[src/rtl/reduce_stream.sv]
// Streaming multi-beat bit reduction (OR/AND/XOR/NOR) with valid/ready on both sides.
// Each packet is collapsed to one result bit plus a saturating beat count and an overflow flag.
module reduce_stream #(
  parameter int WIDTH   = 16,
  parameter int COUNT_W = 8
) (
  input  logic               clk,
  input  logic               reset,
  input  logic               in_valid,
  output logic               in_ready,
  input  logic [WIDTH-1:0]   in_data,
  input  logic               in_last,
  input  logic [1:0]         op,
  output logic               out_valid,
  input  logic               out_ready,
  output logic               out_bit,
  output logic [COUNT_W-1:0] out_beats,
  output logic               out_overflow
);

  localparam logic [COUNT_W-1:0] CNT_MAX = '1;
  localparam logic [1:0] OP_AND = 2'b01;
  localparam logic [1:0] OP_XOR = 2'b10;
  localparam logic [1:0] OP_NOR = 2'b11;

  typedef enum logic [1:0] {
    IDLE = 2'd0,
    ACC  = 2'd1,
    HOLD = 2'd2
  } state_t;

  state_t               state_q, state_d;
  logic [1:0]           op_q, op_d;
  logic                 acc_q, acc_d;
  logic [COUNT_W-1:0]   cnt_q, cnt_d;
  logic                 ovf_q, ovf_d;
  logic                 bit_q, bit_d;
  logic [COUNT_W-1:0]   beats_q, beats_d;
  logic                 oflow_q, oflow_d;
  logic                 accept;
  logic [1:0]           beat_op;
  logic                 beat_r;

  // NOR reduces like OR; the inversion is applied only when the result is presented.
  function automatic logic beat_reduce(input logic [WIDTH-1:0] d, input logic [1:0] o);
    case (o)
      OP_AND:  return &d;
      OP_XOR:  return ^d;
      default: return |d;
    endcase
  endfunction

  function automatic logic acc_merge(input logic a, input logic r, input logic [1:0] o);
    case (o)
      OP_AND:  return a & r;
      OP_XOR:  return a ^ r;
      default: return a | r;
    endcase
  endfunction

  assign accept = in_valid && in_ready;

  always_ff @(posedge clk) begin
    if (reset) state_q <= IDLE;
    else       state_q <= state_d;
  end

  always_comb begin
    state_d = state_q;
    case (state_q)
      IDLE, ACC: if (accept) state_d = in_last ? HOLD : ACC;
      HOLD:      if (out_ready) state_d = IDLE;
      default:   state_d = IDLE;
    endcase
  end

  always_comb begin
    in_ready     = !reset && (state_q != HOLD);
    out_valid    = (state_q == HOLD);
    out_bit      = bit_q;
    out_beats    = beats_q;
    out_overflow = oflow_q;
  end

  // The operator is taken from the port only on a packet's first beat.
  always_comb begin
    op_d    = op_q;
    acc_d   = acc_q;
    cnt_d   = cnt_q;
    ovf_d   = ovf_q;
    bit_d   = bit_q;
    beats_d = beats_q;
    oflow_d = oflow_q;
    beat_op = (state_q == IDLE) ? op : op_q;
    beat_r  = beat_reduce(in_data, beat_op);
    if (accept) begin
      if (state_q == IDLE) begin
        op_d  = op;
        acc_d = beat_r;
        cnt_d = COUNT_W'(1);
        ovf_d = 1'b0;
      end else begin
        acc_d = acc_merge(acc_q, beat_r, op_q);
        if (cnt_q == CNT_MAX) ovf_d = 1'b1;
        else                  cnt_d = cnt_q + COUNT_W'(1);
      end
      if (in_last) begin
        bit_d   = (beat_op == OP_NOR) ? ~acc_d : acc_d;
        beats_d = cnt_d;
        oflow_d = ovf_d;
      end
    end
  end

  always_ff @(posedge clk) begin
    if (reset) begin
      op_q    <= '0;
      acc_q   <= 1'b0;
      cnt_q   <= '0;
      ovf_q   <= 1'b0;
      bit_q   <= 1'b0;
      beats_q <= '0;
      oflow_q <= 1'b0;
    end else begin
      op_q    <= op_d;
      acc_q   <= acc_d;
      cnt_q   <= cnt_d;
      ovf_q   <= ovf_d;
      bit_q   <= bit_d;
      beats_q <= beats_d;
      oflow_q <= oflow_d;
    end
  end

endmodule

[config.mk]
export PLATFORM = sky130hd
export DESIGN_NAME = reduce_stream
export DESIGN_NICKNAME = d
export VERILOG_FILES = /design/src/rtl/reduce_stream.sv
export SDC_FILE = /design/constraint.sdc
export NUM_CORES = 1
export LEC_CHECK = 0
export ABC_CLOCK_PERIOD_IN_PS = 3700
export CORE_ASPECT_RATIO = 0.5
export CORE_MARGIN = 10
export CORE_UTILIZATION = 50
export DETAILED_ROUTE_END_ITERATION = 10
export HOLD_SLACK_MARGIN = 0.1
export PLACE_DENSITY = 0.86
export SETUP_SLACK_MARGIN = 0.5
export SLEW_MARGIN = 10
export SYNTH_ARGS = -nofsm -noshare
export SYNTH_HDL_FRONTEND = slang
export SYNTH_SLANG_ARGS = --single-unit
[constraint.sdc]
create_clock -name clk -period 3.7 [get_ports clk]
set_clock_uncertainty 0.15 [all_clocks]
set_input_delay 1.11 -clock clk [delete_from_list [all_inputs] [get_ports clk]]
set_output_delay 1.11 -clock clk [all_outputs]
set_load 0.05 [all_outputs]
==> impl_metrics.toml <==
[run_status]
outcome = "completed"

[synthesis]
yosysSeqAreaShare_pct = 29.7
synth_top_cell_by_area = "sky130_fd_sc_hd__dfxtp_1"
mappedNetlistArea_mm2 = 0.00162
synth_top_area_share_pct = 29.7
cell_variety_after_synth = 41
postSynthAreaPerCell_um2 = 8.16
synth_top_flop_cell = "sky130_fd_sc_hd__dfxtp_1"
synthTopCellsByArea = "sky130_fd_sc_hd__dfxtp_1 (30%), sky130_fd_sc_hd__ha_1 (16%), sky130_fd_sc_hd__xnor2_1 (5.4%)"
yosys.cell_count.top_type = "sky130_fd_sc_hd__dfxtp_1"
synth.net_count = 242
synth-edff-count = 0
postSynthCellCount = 198
yosys_warnings = 0
postSynth.asyncResetShare_pct = 0
synth_seq_cells = 24
top_cell_types_by_occurrence_after_synthesis = "sky130_fd_sc_hd__dfxtp_1 (24), sky130_fd_sc_hd__inv_1 (23), sky130_fd_sc_hd__nor2_1 (22), sky130_fd_sc_hd__ha_1 (21), sky130_fd_sc_hd__nand2_1 (14)"

[pwr]
ir_worst_vdd_v = 0.000228
switching_share_pct = 30.5
sequential_power_share_pct = 43.6
fin_total_pwr_uw = 629
total_switching_power_uw = 192
power.density_mw_per_mm2 = 278
p_int_uw = 438
combPwrFrac_pct = 31.9
leakagePower_nw = 0.939
share_clk_of_total_power_pct = 24.5

[global_route]
grt_overflow_total = 0
antenna_violations_before_repair = 0
grt_max_degree = 19
first_pass_grt_wire_length_um = 6960
grtUsageTotal_pct = 13.7
grt_pass1_vias = 1485

[drt]
post_route_wl_um = 4290
drt.antenna.violating_nets = 0
remaining_drc_errors = 0
routed-via-count = 1599
drt_pass1_iterations = 4
post_drt_wl_per_cell_um = 15.3
drt_first_iter_violations = 87
via_per_inst = 5.71

[place]
place.port_buffers = 34
hpwlAfterDp_um = 3250
post-place-ws_ps = -508
place.gp.congestion = 0.916

[final_layout]
proportion_of_layout_cells_with_a_drive_suffix_above_1_pct = 30.8
synthToLayoutAreaGrowth_pct = 40.1
layout.core_utilization_pct = 74.3
num_antenna_cells = 0
final_net_count = 286

[floorplan]
die_w_um = 100
initial_utilization_pct = 53.0
core_area_mm2 = 0.00305
floorplan.io_pins = 35
die_y_um = 60.2
fp-row-count = 14
die_area_mm2 = 0.00605

[worst_hold_path]
min_path_type = "flop to flop"

[timing]
layout_worst_path_cycle_share_pct = 92.7
finalCriticalPeriod_ps = 3430
tightest_slew_ps = 528
fin_ws_ps = 271
finalMaxSlewViolations = 0
final-hold-violation-count = 0
grt_setup_unrepaired = "yes"
final-setup-viol-count = 0
max_clock_freq_mhz = 292
worst_max_slew_margin_expressed_relative_to_the_limit_pct = 64.6
setup_total_negative_slack_ps = 0

[clock_network]
htree_num_levels = 1
clock_tree.buffer_depth = 2
clkSinkCount = 24
ctsRootBufferMaster = "sky130_fd_sc_hd__clkbuf_8"
tritoncts.num_buffers = 3
cts_hold_buf = 0
tritoncts_clock_tree = "done"
clk_pin_slew_worst_paths_ps = 80
clk-insertion-delay-late_ps = 260

[critical_path]
critPathBufInv = 4
cpMaxStageDelayCell = "sky130_fd_sc_hd__a311o_1"
timing.reg2reg.setup_slack_ps = 580
cpPeakStageDelay_ps = 310
crit_top_cell = "sky130_fd_sc_hd__buf_4"
worst_path_dominant_cell_family = "compound AO/OA/AOI/OAI gates"
worst_setup_path_start_kind = "input pin"
timing.critical_path.cells = "dlygate4sd2_1, buf_4, nor4b_4, a31oi_2, o211ai_1, o211ai_2, buf_4, ha_4, a221oi_2, a211o_1, inv_1, a22oi_1, nor2_1, a311o_1"
worst_setup_path_end_kind = "flop"
crit_required_ps = 3710
setup_cp_type = "input pin to flop"
worst_ep_arrival_time_ps = 3440
critical_path.max_fanout = 3

[job]
drv.max_cap_violation_count = 0
==> kinds of logic after synthesis <==
family / Yosys count / synth area share (%)
xor+xnor: 11 / 5.96
buf+inv: 30 / 7.97
mux: 3 / 1.93
fa+ha+maj: 21 / 16.3
flops: 24 / 29.7
simple gates: 66 / 19.7
compound gates: 43 / 18.5
==> path summary, 6_finish.rpt <==
kind,startpoint,endpoint,cells past startpoint
worst min register to register,out_beats[2]$_SDFFE_PP0P_,out_beats[2]$_SDFFE_PP0P_,2
worst min-delay path,out_beats[2]$_SDFFE_PP0P_,out_beats[2]$_SDFFE_PP0P_,2
worst max register to register,state_q[0]$_SDFFE_PP0P_,out_bit$_SDFFE_PP0P_,12
worst max-delay path,op[0],out_bit$_SDFFE_PP0P_,14
==> layout by cell type, fill, tap and decap left out, drive strengths merged, types with 2 or more instances in the layout <==
| cell type | n |
|---|---|
| a21oi | 8 |
| buf | 29 |
| a22oi | 5 |
| mux2i | 2 |
| nor2 | 22 |
| xnor2 | 10 |
| clkdlybuf4s50 | 14 |
| clkbuf | 3 |
| nand2 | 14 |
| o211ai | 4 |
| nor4b | 2 |
| or3 | 2 |
| dfxtp | 24 |
| nand3 | 13 |
| a211oi | 2 |
| inv | 23 |
| ha | 21 |
| o21ai | 7 |
| nand4 | 7 |
| a31oi | 4 |
| o31ai | 2 |
| dlygate4sd2 | 3 |
==> power by group through the flow <==
stage          clock [mW]  combinational [mW]  sequential, mW
2_1_floorplan           0               0.117           0.283
3_3_place_gp            0               0.180           0.278
3_5_place_dp            0               0.187           0.278
4_1_cts             0.153               0.193           0.274
5_1_grt             0.165               0.217           0.275
6_report            0.154               0.201           0.275
==> layout make-up <==
cell class	instances	area (um2)
sequential	24	480
timing repair buffer	46	367
tap	40	50.0
inverter	23	111
clock buffer	3	41.3
fill	221	783
multi-input combinational	144	1210
==> sequential cells by signal, summed over array words and instances (netlist names) <==
register,flops
out_bit,1
cnt_q,8
op_q,2
acc_q,1
out_beats,8
state_q,2
ovf_q,1
out_overflow,1
==> worst min-delay path, cell delays in order (launching register included) <==
cell,delay [ps]
sky130_fd_sc_hd__dfxtp_1,320
sky130_fd_sc_hd__nand2_1,50
sky130_fd_sc_hd__a21oi_1,50
==> per-layer routing <==
layer	vias up	wire [um]	track usage (%)
met4	0	29	3.00
met5	-	0	0
met2	58	2200	25.0
met3	2	284	3.57
li1	782	-	-
met1	757	1780	15.9
==> through the flow <==
stage / area [um2] / hold WS [ps] / cells
final: 2260 / 306 / 280
after global routing: 2260 / 347 / 280
after CTS: 2240 / 308 / 279
after detailed placement: 2200 / 297 / 273
after global placement: 2200 / 292 / 273
after floorplan: 1780 / 297 / 198
==> repair_timing <==
item                                    CTS  global route
pin swaps                                18             2
buffers inserted                          3             1
gates resized for setup                  77             2
endpoints found under the setup margin    3             3
Note: power is estimated with default switching activity, not from simulation.
